### src/rtl/aes_block_gearbox_pkg.sv
// rtl/aes_block_gearbox_pkg.sv - shared constants, types and index helpers for the AES block gearbox
package aes_gearbox_pkg;

  localparam int BLK_W = 128;
  localparam int BYTES = 16;

  typedef enum logic {
    UP_IDLE = 1'b0,
    UP_BUSY = 1'b1
  } up_state_e;

  // Byte index i of one order maps to byte xpose_idx(i) of the other; self-inverse.
  function automatic int xpose_idx(input int i);
    return 4 * (i % 4) + i / 4;
  endfunction

  // Number of lanes that make up one 128-bit block.
  function automatic int lane_count(input int lane_w);
    return BLK_W / lane_w;
  endfunction

endpackage

### src/rtl/aes_block_gearbox_if.sv
// rtl/aes_block_gearbox_if.sv - lane and block handshake bundle for the AES block gearbox
interface aes_block_gearbox_if #(
  parameter int LANE_W = 8
);

  logic                               pk_in_valid;
  logic                               pk_in_ready;
  logic [LANE_W-1:0]                  pk_in_data;
  logic                               pk_blk_valid;
  logic                               pk_blk_ready;
  logic [aes_gearbox_pkg::BLK_W-1:0]  pk_blk_data;
  logic                               up_blk_valid;
  logic                               up_blk_ready;
  logic [aes_gearbox_pkg::BLK_W-1:0]  up_blk_data;
  logic                               up_out_valid;
  logic                               up_out_ready;
  logic [LANE_W-1:0]                  up_out_data;

  modport slave (
    input  pk_in_valid, pk_in_data, pk_blk_ready,
    input  up_blk_valid, up_blk_data, up_out_ready,
    output pk_in_ready, pk_blk_valid, pk_blk_data,
    output up_blk_ready, up_out_valid, up_out_data
  );

  modport master (
    output pk_in_valid, pk_in_data, pk_blk_ready,
    output up_blk_valid, up_blk_data, up_out_ready,
    input  pk_in_ready, pk_blk_valid, pk_blk_data,
    input  up_blk_ready, up_out_valid, up_out_data
  );

endinterface

### src/rtl/aes_byte_transpose.sv
// rtl/aes_byte_transpose.sv - combinational row/column byte transpose of a 128-bit block
module aes_byte_transpose
  import aes_gearbox_pkg::*;
(
  input  logic             en_i,
  input  logic [BLK_W-1:0] data_i,
  output logic [BLK_W-1:0] data_o
);

  for (genvar j = 0; j < BYTES; j++) begin : g_byte
    localparam int SRC = xpose_idx(j);
    assign data_o[BLK_W-1-8*j -: 8] = en_i ? data_i[BLK_W-1-8*SRC -: 8]
                                           : data_i[BLK_W-1-8*j -: 8];
  end

endmodule

### src/rtl/aes_block_gearbox.sv
// rtl/aes_block_gearbox.sv - lane <-> 128-bit block gearbox; optional AES_GEARBOX_FLUSH_EN adds a flush input
module aes_block_gearbox
  import aes_gearbox_pkg::*;
#(
  parameter int LANE_W = 8,
  parameter int ORDER  = 0
) (
  input  logic                clk,
  input  logic                rst,
`ifdef AES_GEARBOX_FLUSH_EN
  input  logic                flush,
`endif
  aes_block_gearbox_if.slave  bus
);

  localparam int               N        = lane_count(LANE_W);
  localparam int               CNT_W    = $clog2(N);
  localparam logic [CNT_W-1:0] CNT_LAST = CNT_W'(N - 1);

  // Flush clears both paths exactly like reset; any same-cycle transfer is dropped.
  logic clr;
`ifdef AES_GEARBOX_FLUSH_EN
  assign clr = rst | flush;
`else
  assign clr = rst;
`endif

  // ---------------- pack path ----------------
  logic [CNT_W-1:0] pk_cnt_q, pk_cnt_d;
  logic [BLK_W-1:0] pk_sr_q, pk_sr_d;
  logic [BLK_W-1:0] pk_blk_q, pk_blk_d;
  logic             pk_vld_q, pk_vld_d;
  logic [BLK_W-1:0] pk_asm, pk_asm_x;
  logic             pk_in_fire, pk_last;

  // Only the final beat can stall, and only while a held block is not leaving.
  assign bus.pk_in_ready  = (pk_cnt_q != CNT_LAST) || !pk_vld_q || bus.pk_blk_ready;
  assign pk_in_fire       = bus.pk_in_valid && bus.pk_in_ready;
  assign pk_last          = pk_in_fire && (pk_cnt_q == CNT_LAST);
  assign pk_asm           = {pk_sr_q[BLK_W-LANE_W-1:0], bus.pk_in_data};
  assign bus.pk_blk_valid = pk_vld_q;
  assign bus.pk_blk_data  = pk_blk_q;

  aes_byte_transpose u_pk_xpose (
    .en_i   (ORDER != 0),
    .data_i (pk_asm),
    .data_o (pk_asm_x)
  );

  // Shift lanes in MSB-first; completed block replaces the held one on the last beat.
  always_comb begin
    pk_cnt_d = pk_cnt_q;
    pk_sr_d  = pk_sr_q;
    pk_blk_d = pk_blk_q;
    pk_vld_d = pk_vld_q;
    if (pk_in_fire) begin
      pk_cnt_d = pk_cnt_q + 1'b1;
      pk_sr_d  = pk_asm;
    end
    if (pk_last) begin
      pk_blk_d = pk_asm_x;
      pk_vld_d = 1'b1;
    end else if (bus.pk_blk_ready) begin
      pk_vld_d = 1'b0;
    end
  end

  // Pack path registers; a reset mid-block discards the partial assembly.
  always_ff @(posedge clk) begin
    if (clr) begin
      pk_cnt_q <= '0;
      pk_sr_q  <= '0;
      pk_blk_q <= '0;
      pk_vld_q <= 1'b0;
    end else begin
      pk_cnt_q <= pk_cnt_d;
      pk_sr_q  <= pk_sr_d;
      pk_blk_q <= pk_blk_d;
      pk_vld_q <= pk_vld_d;
    end
  end

  // ---------------- unpack path ----------------
  up_state_e        up_st_q, up_st_d;
  logic [CNT_W-1:0] up_cnt_q, up_cnt_d;
  logic [BLK_W-1:0] up_sr_q, up_sr_d;
  logic [BLK_W-1:0] up_blk_x;
  logic             up_blk_fire, up_lane_fire, up_lane_last;

  assign up_lane_fire    = bus.up_out_valid && bus.up_out_ready;
  assign up_lane_last    = up_lane_fire && (up_cnt_q == CNT_LAST);
  assign up_blk_fire     = bus.up_blk_valid && bus.up_blk_ready;
  assign bus.up_out_data = up_sr_q[BLK_W-1 -: LANE_W];

  aes_byte_transpose u_up_xpose (
    .en_i   (ORDER != 0),
    .data_i (bus.up_blk_data),
    .data_o (up_blk_x)
  );

  // Unpack state register.
  always_ff @(posedge clk) begin
    if (clr) begin
      up_st_q <= UP_IDLE;
    end else begin
      up_st_q <= up_st_d;
    end
  end

  // Stay busy across a block boundary when the next block arrives with the last lane.
  always_comb begin
    up_st_d = up_st_q;
    case (up_st_q)
      UP_IDLE: if (up_blk_fire) up_st_d = UP_BUSY;
      UP_BUSY: if (up_lane_last && !up_blk_fire) up_st_d = UP_IDLE;
      default: up_st_d = UP_IDLE;
    endcase
  end

  // Handshake outputs decoded from state; a new block is taken only as the last lane drains.
  always_comb begin
    bus.up_out_valid = (up_st_q == UP_BUSY);
    bus.up_blk_ready = (up_st_q != UP_BUSY) || ((up_cnt_q == CNT_LAST) && bus.up_out_ready);
  end

  // Load a fresh block or shift out one lane per accepted beat.
  always_comb begin
    up_sr_d  = up_sr_q;
    up_cnt_d = up_cnt_q;
    if (up_blk_fire) begin
      up_sr_d  = up_blk_x;
      up_cnt_d = '0;
    end else if (up_lane_fire) begin
      up_sr_d  = up_sr_q << LANE_W;
      up_cnt_d = up_cnt_q + 1'b1;
    end
  end

  // Unpack datapath registers.
  always_ff @(posedge clk) begin
    if (clr) begin
      up_sr_q  <= '0;
      up_cnt_q <= '0;
    end else begin
      up_sr_q  <= up_sr_d;
      up_cnt_q <= up_cnt_d;
    end
  end

endmodule

### src/flat_wrapper.sv
// flat-port wrapper written by rule: the top's interface ports become plain ports
module aes_block_gearbox_flat import aes_gearbox_pkg::*;
#(
  parameter int LANE_W = 8,
  parameter int ORDER  = 0
)
  (clk, rst, bus_pk_in_valid, bus_pk_in_data, bus_pk_blk_ready, bus_up_blk_valid, bus_up_blk_data, bus_up_out_ready, bus_pk_in_ready, bus_pk_blk_valid, bus_pk_blk_data, bus_up_blk_ready, bus_up_out_valid, bus_up_out_data);
  aes_block_gearbox_if #(.LANE_W(LANE_W)) bus_i ();
  input  logic clk;
  input  logic rst;
  input wire logic [$bits(bus_i.pk_in_valid)-1:0] bus_pk_in_valid;
  input wire logic [$bits(bus_i.pk_in_data)-1:0] bus_pk_in_data;
  input wire logic [$bits(bus_i.pk_blk_ready)-1:0] bus_pk_blk_ready;
  input wire logic [$bits(bus_i.up_blk_valid)-1:0] bus_up_blk_valid;
  input wire logic [$bits(bus_i.up_blk_data)-1:0] bus_up_blk_data;
  input wire logic [$bits(bus_i.up_out_ready)-1:0] bus_up_out_ready;
  output wire logic [$bits(bus_i.pk_in_ready)-1:0] bus_pk_in_ready;
  output wire logic [$bits(bus_i.pk_blk_valid)-1:0] bus_pk_blk_valid;
  output wire logic [$bits(bus_i.pk_blk_data)-1:0] bus_pk_blk_data;
  output wire logic [$bits(bus_i.up_blk_ready)-1:0] bus_up_blk_ready;
  output wire logic [$bits(bus_i.up_out_valid)-1:0] bus_up_out_valid;
  output wire logic [$bits(bus_i.up_out_data)-1:0] bus_up_out_data;
  assign bus_i.pk_in_valid = bus_pk_in_valid;
  assign bus_i.pk_in_data = bus_pk_in_data;
  assign bus_i.pk_blk_ready = bus_pk_blk_ready;
  assign bus_i.up_blk_valid = bus_up_blk_valid;
  assign bus_i.up_blk_data = bus_up_blk_data;
  assign bus_i.up_out_ready = bus_up_out_ready;
  assign bus_pk_in_ready = bus_i.pk_in_ready;
  assign bus_pk_blk_valid = bus_i.pk_blk_valid;
  assign bus_pk_blk_data = bus_i.pk_blk_data;
  assign bus_up_blk_ready = bus_i.up_blk_ready;
  assign bus_up_out_valid = bus_i.up_out_valid;
  assign bus_up_out_data = bus_i.up_out_data;
  aes_block_gearbox #(.LANE_W(LANE_W), .ORDER(ORDER)) u_core (.clk(clk), .rst(rst), .bus(bus_i));
endmodule
### config.mk
export PLATFORM = sky130hd
export DESIGN_NAME = aes_block_gearbox_flat
export DESIGN_NICKNAME = d
export VERILOG_FILES = /design/src/rtl/aes_block_gearbox_pkg.sv /design/src/rtl/aes_block_gearbox_if.sv /design/src/rtl/aes_byte_transpose.sv /design/src/rtl/aes_block_gearbox.sv /design/src/flat_wrapper.sv
export SDC_FILE = /design/constraint.sdc
export NUM_CORES = 1
export LEC_CHECK = 0
export ABC_AREA = 1
export CORE_MARGIN = 2
export CORE_UTILIZATION = 49
export DETAILED_ROUTE_END_ITERATION = 16
export PLACE_DENSITY_LB_ADDON = 0.15
export SLEW_MARGIN = 40
export SYNTH_ARGS = -nofsm -noshare
export SYNTH_HDL_FRONTEND = slang
export SYNTH_HIERARCHICAL = 1
export SYNTH_SLANG_ARGS = --single-unit
### constraint.sdc
create_clock -name clk -period 1.5 [get_ports clk]
set_input_delay 0.225 -clock clk [delete_from_list [all_inputs] [get_ports clk]]
set_output_delay 0.225 -clock clk [all_outputs]
set_load 0.1 [all_outputs]
==> results.txt <==
Warnings from Yosys = 6
Post-DP HPWL = 40.7 mm
H-tree levels = 2
Number of I/O pins = 282
DRC violations left = 0
Post-synthesis cell area = 18600 µm²
Via-per-instance ratio = 5.37
Nets = 3247
Max-slew violations = 0
Core ar. = 37600 µm²
Min cycle time layout = 1.82 ns
Power Density = 997 nW/µm²
Final worst slack = -0.318 ns
RSZ-0062 raised after global routing = true
Worst-skew pair later-pin latency = 0.56 ns
CTS tree = built
Outcome = finished, violations left
CTS Buf Count = 43
Register area share after synthesis = 41.5%
Switching share of power = 26.9%
Syn Area/Cell = 6.38 µm²
Crit end category = flip-flop
Antenna Nets Post-Route = 0
Tcrit/Tclk final = 121%
Netlist cell types = 24
Combinational power share = 14.3%
Failing checks = negative setup slack
Place WS = -0.397 ns
WS Path Type = reg -> reg
Clock Skews = 0.0279 ns
Clk slew on worst S/H paths = 0.06 ns
CP peak stage delay = 0.33 ns
IO buf count = 281
Fin area = 26200 µm²
Ranking of synthesized cells by area = dfxtp_1 41%, nand2_1 24%, a21oi_1 7.0%
P_leak = 11.5 nW
Worst rel slew slack = 59.4%
Via count = 19600
Commonest non-fill, non-tap cell in the layout = nand2_1
First-pass GRT wire length = 96.0 mm
Peak VDD IR = 0.854 mV
Clk sinks = 386
Total track usage = 30.4%
Worst hold path class = in -> reg
Layout cell share with drive strength beyond 1 = 16.7%
Placed inst area = 23200 µm²
Yosys reg bits = 386
Max Freq = 0.550 GHz
Worst slew pin tran = 0.609 ns
Max cap viols = 0
Die Footprint = 39600 µm²
Layout area overhead = 40.7%
Commonest cells after routing, fill and taps aside = 1168 x nand2_1, 380 x dfxtp_1, 230 x nand3_1
Vias in the first global route = 18300
Placer Congestion = 0.943
Synth Instances = 2920
Internal = 19.1 mW
Crit path DAT = 2.23 ns
Slowest CP cell = dfxtp_2
GRT overflow = 0
Crit path max fanout = 8
Crit-path cells = ha_4, nand3_4, nor2_4, buf_4, nor2_4, buf_6, nand2_8, buf_12, buf_16, nand2_2, a21oi_1
Area leader, netlist = dfxtp_1
Die Y-Extent = 199 µm
Final Hold Fails = 0
Setup TNS = -60.13 ns
Part of the power in registers = 42.7%
Area fraction of the dominant cell type after synthesis = 41.5%
Worst setup SP type = flip-flop
WHS = 0.159 ns
Crit path required time = 1.91 ns
TritonRoute pass-1 iters = 6
Site Rows = 71
Clk pwr share = 43.0%
Initial core utilization = 49.6%
Overall power = 26.2 mW
Largest net degree at the start of global routing = 130
CTS Buffer Depth = 3
Initial antenna violation count = 1
Die Width = 199 µm
Final setup vio count = 373
DRT iter0 DRCs = 1652
CP most frequent cell = nor2_4
P_sw = 7.02 mW
Root Buffer = clkbuf_16
Avg WL per Cell = 17.6 µm
Final WL = 64.0 mm
[sequential cells by signal, summed over array words and instances, names as in the netlist]
| register | cells |
|---|---|
| u_core/bus.pk_blk_data | 128 |
| u_core/bus.pk_blk_valid | 1 |
| u_core/bus.up_out_valid | 1 |
| u_core/pk_cnt_q | 4 |
| u_core/pk_sr_q | 120 |
| u_core/up_cnt_q | 4 |
| u_core/up_sr_q | 128 |
[cells by family after synthesis]
| family | Yosys count | synth area share [%] |
|---|---|---|
| xor+xnor | 2 | 0.0940 |
| fa+ha+maj | 2 | 0.134 |
| mux | 1 | 0.0537 |
| buf+inv | 426 | 11.5 |
| flops | 386 | 41.5 |
| other cells | 1 | 0.0201 |
| simple gates | 1717 | 36.4 |
| compound gates | 385 | 10.4 |
[worst max-delay path, delay by kind of cell (launching register included)]
kind | cells | cell delay, ns
AND/OR/NAND/NOR | 5 | 0.49
adder cells (fa/ha/maj) | 1 | 0.17
buffers and inverters | 4 | 0.62
flip-flops | 1 | 0.33
AO/OA/AOI/OAI | 1 | 0.07
[power groups by stage]
| stage | clock network (mW) | logic [mW] | registers (mW) |
|---|---|---|---|
| after CTS | 11.4 | 3.46 | 11.1 |
| after detailed placement | 0 | 3.27 | 11.4 |
| after global placement | 0 | 3.23 | 11.3 |
| after global routing | 11.8 | 4.07 | 11.2 |
| after floorplan | 0 | 2.22 | 11.2 |
| final | 11.2 | 3.74 | 11.2 |
[repair_timing]
action                                  in CTS  in global routing
pin swaps                                   22                 18
hold buffers                                 0                  0
gates resized for setup                     65                162
cloned                                      10                 11
endpoints found under the setup margin     373                380
buffers inserted                            14                 11
[Yosys cell counts (all sizes together)]
cell       n
nand3    259
clkinv     2
nor3       1
inv      131
a21oi    261
nand4      1
ha         2
o21ai    123
dfxtp    386
buf      196
nor3b      1
xnor2      2
nor2     249
a31oi      1
nand2   1206
clkbuf    97
conb       1
mux2i      1
[final cells by class]
type,instances,area [µm²]
antenna,1,2.50
clock buffer,61,1240
clock inverter,16,267
fill,3041,11400
inverter,133,508
multi-input combinational,2109,9470
sequential,386,7740
tap,511,639
timing repair buffer,430,6350
[final timing paths]
path | endpoint | startpoint | cells past startpoint | slack, ns
max reg2reg | u_core/bus.pk_blk_data[1] | u_core/pk_cnt_q[0] | 11 | -0.32
min | u_core/bus.pk_blk_data[101] | rst | 3 | 0.16
max | u_core/bus.pk_blk_data[1] | u_core/pk_cnt_q[0] | 11 | -0.32
min reg2reg | u_core/up_sr_q[21] | u_core/up_sr_q[21] | 2 | 0.46
[metrics by stage]
stage                     std cells  util, %
final                          3647     69.8
after global routing           3646     69.8
after CTS                      3626     67.4
after detailed placement       3525     61.6
after global placement         3525     61.6
after floorplan                2921        -
[routing by layer]
layer  wire [µm]  vias to the layer above  GRT usage (%)  part of all wire, %
met5           0                        -              0                    0
met4        3570                        0           16.3                  5.6
met3        4710                      179           4.82                  7.4
met2       30300                      845           51.5                   47
met1       25500                     9109           37.0                   40
li1            -                     9441              -                    -
No activity file was read; power rests on OpenSTA's default activity.
